--- config.mk ---
export PLATFORM = sky130hd
export DESIGN_NAME = sat_counter
export DESIGN_NICKNAME = d
export VERILOG_FILES = /design/src/rtl/prbs9_checker_sat_counter.sv
export SDC_FILE = /design/constraint.sdc
export NUM_CORES = 1
export LEC_CHECK = 0
export ABC_AREA = 0
export BUFFER_PORTS_ARGS = -buffer_cell sky130_fd_sc_hd__buf_4
export CORE_ASPECT_RATIO = 1.4
export CORE_MARGIN = 5
export CORE_UTILIZATION = 47
export DETAILED_ROUTE_END_ITERATION = 16
export HOLD_SLACK_MARGIN = 0.08
export PLACE_DENSITY = 0.73
export SYNTH_ARGS = -nofsm -noshare
export SYNTH_HDL_FRONTEND = slang
export SYNTH_SLANG_ARGS = --single-unit
export TNS_END_PERCENT = 10
--- constraint.sdc ---
create_clock -name clk -period 1.8 [get_ports clk]
set_input_delay 0.18 -clock clk [delete_from_list [all_inputs] [get_ports clk]]
set_output_delay 0.18 -clock clk [all_outputs]
set_load 0.005 [all_outputs]
--- src/rtl/prbs9_checker_sat_counter.sv ---
`default_nettype none
// ============================================================================
//  Module      : sat_counter
//  Description : Up-counter that sticks at all-ones; synchronous clear wins
//                over increment.
//  Revision    : 1.0  initial release
// ============================================================================
module sat_counter #(
  parameter int CNT_W = 16
) (
  input  wire logic             clk,
  input  wire logic             reset,
  input  wire logic             inc,
  input  wire logic             clr,
  output logic      [CNT_W-1:0] q
);

  localparam logic [CNT_W-1:0] ONE = {{(CNT_W-1){1'b0}}, 1'b1};

  // Count register: clear first, then increment unless already saturated.
  always_ff @(posedge clk or posedge reset) begin
    if (reset) begin
      q <= '0;
    end else if (clr) begin
      q <= '0;
    end else if (inc && (q != {CNT_W{1'b1}})) begin
      q <= q + ONE;
    end
  end

endmodule
`default_nettype wire

==> results.ini, run 1 <==
[logic_synthesis]
synth_area_leaders = dfrtp_1 (43%), a21oi_1 (6.4%), or4_1 (4.8%), o31ai_1 (4.0%), or3_1 (4.0%)
synth_top_area_share = 0.430
synth_seq_cells = 16
synth_nets = 106
synthArstFlopShare = 1.00
synthCells = 101
yosys_warnings = 0
syn_area_per_cell_um2 = 9.23
syn_area_um2 = 932
ys_top_cells_by_count = dfrtp_1 (16), a21oi_1 (12), nand3_1 (7)
synth_edf_count = 0
synth_ff_type = dfrtp_1
ys_types = 29
synth.most_common_cell = dfrtp_1
netlist.top_cell.by_area = dfrtp_1
yosysSeqAreaShare = 0.430

[floorplan]
die_h_um = 62.7
core_um2 = 1930
pin_count = 20
die_w_um = 47.6
start_util = 0.484
die-area_um2 = 2990
fp-row-count = 19

[global_routing]
grt.total_usage = 0.197
grt_pass1_vias = 976
grtUsageMet3 = 0.0259
grt_pass1_wl_mm = 4.43
busiest_layer = met2
grt_max_degree = 20
grt_antenna_before_repair = 0
use_met2 = 0.326
grt_use_met1 = 0.246
gr-total-overflow = 0

[sta]
min_period_ns = 1.81
worstMarginPinSlew_ns = 0.635
slew_headroom = 0.576
final.period_utilization = 1.00
fmax_mhz = 553
hold_viol_final = 0
drv_slew = 0
setup_viol = 1
layout_setup_ws_ns = -0.00682
fin_skew_ns = 0.00401
rsz0062_at_grt = yes

[place]
post_dp_cell_area_um2 = 1190
gp_congestion = 0.782
hpwl_mm = 1.85
dp_cells = 152
port_buffers = 19

[run]
cap_violations = 0

[worst_setup_path]
critPathMaxFanout = 6
critPathArrivalTime_ns = 2.02
cp-end-kind = register
worstPathRequired_ns = 2.02
crit_type = register to register
crit_buf_inv = 0
r2r_slack_ns = -0.007
cp-start-kind = register
crit_path_top_delay_cell = or4_4
crit_chain = nand4_1 -> or4_4 -> or4_1 -> a21oi_1
slowest_delay_ns = 0.55
critPathTopFamily = simple AND/OR/NAND/NOR gates

[hold_path]
hold_class = input pin to register

[clock_network]
clock-sinks = 16
cts_tree = yes
clk_pin_slew_ns = 0.10
clock_latency_ns = 0.29
numCtsBuffers = 3
clockBufferDepth = 2
cts_htree_levels = 1
cts-root-buf = clkbuf_4

[cells_and_area]
largest_reg_flops = 16
fin_util = 0.650
n_antenna_cell = 0
final_cell_area_um2 = 1250
top_regs = q x16
syn_to_final_growth_pct = 34.4
final_cells = 159
nets = 144
final_layout_size_suffix_gt1_frac = 0.341
top_register = q

[routing]
wl_per_cell_um = 16.0
drtPass1Iterations = 4
num_vias = 981
wirelength_mm = 2.54
drc_errors = 0
via_per_inst = 6.17
ant_nets = 0
drt-initial-drc-count = 33

[pwr]
ir_drop_mv = 0.400
power.density_nw_per_um2 = 536
leakage_uw = 0.000537

[status]
status = finished, violations left
violations = negative setup slack

placed cells by master, fill, tap and decap left out, drive strengths merged:
| cell type | Yosys | final |
|---|---|---|
| dlygate4sd3 | 0 | 1 |
| mux2 | 2 | 2 |
| a31oi | 1 | 1 |
| and4 | 1 | 1 |
| nor3 | 4 | 4 |
| o31ai | 5 | 5 |
| clkbuf | 2 | 4 |
| nand4 | 5 | 5 |
| o41ai | 2 | 2 |
| or3 | 7 | 7 |
| o21ai | 5 | 5 |
| nor2 | 3 | 3 |
| nand3 | 7 | 7 |
| dfrtp | 16 | 16 |
| a21oi | 12 | 12 |
| buf | 1 | 36 |
| ha | 1 | 1 |
| or4 | 8 | 8 |
| mux2i | 1 | 1 |
| nor4 | 3 | 3 |
| nor2b | 3 | 3 |
| nand2b | 2 | 2 |
| nand2 | 6 | 6 |
| inv | 3 | 3 |
through the flow:
step / total power [µW] / hold slack (ns) / setup TNS [ns] / worst slack [ns]
after global routing: 704 / 0.190 / -0.540 / -0.0910
after detailed placement: 429 / 0.307 / 0 / 0.000890
after floorplan: 405 / 0.0937 / 0 / 0.0184
final: 671 / 0.185 / -0.00682 / -0.00682
after CTS: 677 / 0.185 / 0 / 0.0111
after global placement: 427 / 0.294 / 0 / 0.0832
worst reg2reg max path: cells and delay by family, from the launching register on:
kind / cells / cell delay [ns]
AND/OR/NAND/NOR: 3 / 1.14
flip-flops: 1 / 0.42
AO/OA/AOI/OAI: 1 / 0.17
worst paths after layout:
path	from	end	depth (start not counted)
setup / recovery	q[4]	q[13]	4
hold / removal	clr	q[5]	2
setup reg to reg	q[4]	q[13]	4
hold reg to reg	q[14]	q[14]	2
min in group asynchronous	reset	q[1]	3
max in group asynchronous	reset	q[6]	3
layout make-up:
type                    count  area (µm²)
inverters                   3        11.3
repair buffers             37         280
clock buffers               4        36.3
flip-flops and latches     16         400
multi-input cells          78         498
well taps                  21        26.3
fillers                   169         673
layer usage:
metal | vias up | wire [µm]
met4 | 0 | 54
met1 | 471 | 1040
li1 | 468 | -
met5 | - | 0
met3 | 9 | 110
met2 | 33 | 1340
what timing repair did:
action | in CTS | in global routing
buffers inserted | 2 | 0
setup endpoints to repair | 1 | 10
hold buffers | 1 | 0
endpoints found under the hold margin | 16 | 0
pin swaps | 0 | 1
gates resized for setup | 0 | 1
cells by family (layout without fill, tap and decap cells):
logic type / Yosys count / in the layout / synth area share
simple gates: 49 / 49 / 0.326
mux: 3 / 3 / 0.0349
flops: 16 / 16 / 0.430
buf+inv: 7 / 44 / 0.0389
fa+ha+maj: 1 / 1 / 0.0134
compound gates: 25 / 25 / 0.157
where the power goes:
part           total, µW  switching [µW]  internal, µW
Clock                246             122           123
Combinational       58.9            32.5          26.4
Sequential           366            2.59           364
Total                671             158           513
(Power assumes the default switching activity.)
==> inputs of run 2 (changes only) <==
--- a/config.mk
+++ b/config.mk
@@ -5,14 +5,15 @@
 export SDC_FILE = /design/constraint.sdc
 export NUM_CORES = 1
 export LEC_CHECK = 0
-export ABC_AREA = 0
+export ABC_AREA = 1
 export BUFFER_PORTS_ARGS = -buffer_cell sky130_fd_sc_hd__buf_4
 export CORE_ASPECT_RATIO = 1.4
 export CORE_MARGIN = 5
-export CORE_UTILIZATION = 47
+export CORE_UTILIZATION = 49
 export DETAILED_ROUTE_END_ITERATION = 16
 export HOLD_SLACK_MARGIN = 0.08
-export PLACE_DENSITY = 0.73
+export MAX_ROUTING_LAYER = met4
+export PLACE_DENSITY = 0.74
 export SYNTH_ARGS = -nofsm -noshare
 export SYNTH_HDL_FRONTEND = slang
 export SYNTH_SLANG_ARGS = --single-unit
==> run 2 against run 1 <==
Clock-buffer cell count unchanged. Sequential power about the same. Clock skew down 0.0011 ns. Largest power group unchanged. First-iteration DRC count rose by 36%. Cell count is 30% higher. Highest routed layer unchanged. Via count is 13% higher. Critical path depth grew 6. Combinational power grew 3%. The run now ends clean. Fmax is 9.3% higher. Register-to-register slack gained 0.15 ns. Routed wire length is 6.4% higher.
==> results.ini, run 2 <==
[status]
status = complete, no violations

[clock_network]
numCtsBuffers = 3  ; unchanged
clock-sinks = 16  ; unchanged
clock_latency_ns = 0.29  ; about the same
cts-root-buf = clkbuf_4
cts_tree = yes
clk_pin_slew_ns = 0.10  ; about the same
clockBufferDepth = 2  ; unchanged
cts_htree_levels = 1  ; unchanged

[floorplan]
die-area_um2 = 3260  ; +9.3%
start_util = 0.503  ; +0.0194
core_um2 = 2150  ; +12%
die_w_um = 49.7  ; +4.4%
pin_count = 20  ; unchanged
die_h_um = 65.6  ; +4.7%
fp-row-count = 20  ; +1

[logic_synthesis]
synth_area_leaders = dfrtp_1 (37%), nand2_1 (22%), nand4_1 (6.4%), nand3_1 (5.5%), inv_1 (5.5%)
syn_area_um2 = 1080  ; +16%
syn_area_per_cell_um2 = 6.81  ; -26%
synth_ff_type = dfrtp_1
synth_seq_cells = 16  ; unchanged
synth.most_common_cell = nand2_1
synth_nets = 164  ; +55%
netlist.top_cell.by_area = dfrtp_1
synthArstFlopShare = 1.00  ; unchanged
ys_top_cells_by_count = nand2_1 (64), dfrtp_1 (16), inv_1 (16), nor2_1 (16), nand3_1 (12)
yosys_warnings = 0  ; unchanged
yosysSeqAreaShare = 0.370  ; -0.0600
synth_top_area_share = 0.370  ; -0.0600
ys_types = 24  ; -17%
synthCells = 159  ; +57%
synth_edf_count = 0  ; unchanged

[worst_setup_path]
crit_buf_inv = 1  ; +1
slowest_delay_ns = 0.43  ; -0.12 ns
critPathTopFamily = simple AND/OR/NAND/NOR gates
critPathMaxFanout = 14  ; +8
worstPathRequired_ns = 2.04  ; +0.02 ns
crit_top_cell = nor2_4
critPathArrivalTime_ns = 1.89  ; -0.13 ns
cp-end-kind = register
crit_chain = ha_1 -> nand2_2 -> nor2_8 -> nand2_4 -> nor2_4 -> nor2_4 -> nor2_4 -> buf_12 -> nand2_1 -> nand2_1
crit_type = register to register
cp-start-kind = register
crit_path_top_delay_cell = dfrtp_1

[sta]
fin_skew_ns = 0.00287  ; -0.00114 ns
fin_setup_tns_ns = 0  ; +0.00682 ns
hold_viol_final = 0  ; unchanged
rsz0062_at_grt = no
drv_slew = 0  ; unchanged
setup_viol = 0  ; -1
min_period_ns = 1.65  ; -0.154 ns
final.period_utilization = 0.918  ; -0.0857
slew_headroom = 0.564  ; -0.0123
worstMarginPinSlew_ns = 0.653  ; +0.0184 ns
fmax_mhz = 605  ; +9.3%

[place]
dp_cells = 200  ; +32%
hpwl_mm = 1.98  ; +7.3%
port_buffers = 19  ; unchanged
gp_congestion = 0.885  ; +13%
post_dp_cell_area_um2 = 1260  ; +5.7%

[global_routing]
gr-total-overflow = 0  ; unchanged
grt_pass1_vias = 1134  ; +16%
grt_antenna_before_repair = 0  ; unchanged
grt_max_degree = 17  ; -15%
grt_pass1_wl_mm = 4.73  ; +6.9%
grt.total_usage = 0.188  ; -0.00909

[cells_and_area]
largest_reg_flops = 16  ; unchanged
final_cell_area_um2 = 1330  ; +6.1%
syn_to_final_growth_pct = 22.6
final_layout_size_suffix_gt1_frac = 0.201  ; -0.139
final_cells = 206  ; +30%
n_antenna_cell = 0  ; unchanged
final_cell_mix = nand2_1 (64), buf_4 (22), inv_1 (16), nor2_1 (16), dfrtp_1 (15)
top_register = q
top_regs = q x16
nets = 190  ; +32%
layout_commonest_cell = nand2_1
fillers = 194  ; +15%

[routing]
drt-met1-wl_mm = 1.13  ; +8.4%
via_per_inst = 5.37  ; -13%
wl_met2_mm = 1.36  ; +1.8%
drt-initial-drc-count = 45  ; +36%
wirelength_mm = 2.70  ; +6.4%
met3WireLength_um = 139  ; +26%
wl_per_cell_um = 13.1  ; -18%
drc_errors = 0  ; unchanged
drtPass1Iterations = 4  ; unchanged
ant_nets = 0  ; unchanged
num_vias = 1106  ; +13%
top_layer_used = met4

[run]
cap_violations = 0  ; unchanged

[pwr]
leakage_uw = 0.000730  ; +36%
ir_drop_mv = 0.376  ; -5.9%
power.density_nw_per_um2 = 507  ; -5.3%

[hold_path]
hold_class = input pin to register

[run 2: worst reg2reg max path: cells and delay by family, from the launching register on]
kind                     cells  cell delay, ns
buffers and inverters        1            0.14
AND/OR/NAND/NOR              8            0.82
adder cells (fa/ha/maj)      1            0.22
flip-flops                   1            0.43
[run 2: layout make-up]
cell class,instances,area [µm²],area share
clock buffers,4,36.3,0.0273
inverters,18,67.6,0.0508
multi-input cells,122,601,0.452
flip-flops and latches,16,402,0.302
well taps,22,27.5,0.0207
repair buffers,24,195,0.147
[run 2: layer usage]
| layer | vias up | GRT usage |
|---|---|---|
| met1 | 517 | 0.205 |
| met3 | 9 | 0.0340 |
| li1 | 550 | - |
| met5 | - | - |
| met2 | 30 | 0.323 |
| met4 | 0 | 0.0918 |
[run 2: per-stage QoR]
step                      utilization  hold slack (ns)  setup WS (ns)  total power, µW
after floorplan                     -           0.0937          0.281              407
after global placement          0.584            0.292          0.158              427
after detailed placement        0.584            0.315          0.100              429
after CTS                       0.605            0.185         0.0796              674
after global routing            0.617            0.220         0.0147              701
final                           0.617            0.196          0.148              674
[run 2: cell families (layout without fill, tap and decap cells)]
| family | after synthesis | after routing | synth area share |
|---|---|---|---|
| AO/OA/AOI/OAI | 3 | 3 | 0.0138 |
| XOR/XNOR | 4 | 4 | 0.0323 |
| adder cells (fa/ha/maj) | 1 | 1 | 0.0115 |
| flip-flops | 16 | 16 | 0.370 |
| buffers and inverters | 21 | 46 | 0.0808 |
| AND/OR/NAND/NOR | 114 | 114 | 0.492 |
[run 2: timing repair]
item | in CTS | in global routing
hold buffers | 1 | 0
buffers inserted | 0 | 1
endpoints found under the hold margin | 16 | 0
setup endpoints to repair | 0 | 14
gates resized for setup | 0 | 2
[run 2: path summary, 6_finish.rpt]
check	startpoint	cells after the start	slack [ns]	endpoint
hold reg to reg	q[0]	2	0.56	q[0]
max in group asynchronous	reset	3	0.82	q[0]
setup / recovery	q[1]	10	0.15	q[12]
hold / removal	clr	4	0.20	q[4]
min in group asynchronous	reset	3	0.53	q[4]
setup reg to reg	q[1]	10	0.15	q[12]
[run 2: report_power, final]
part	switching [µW]	leakage (µW)	internal (µW)
clock	121	0.0000210	123
combinational	36.4	0.000488	24.2
sequential	5.89	0.000221	363
total	163	0.000730	511
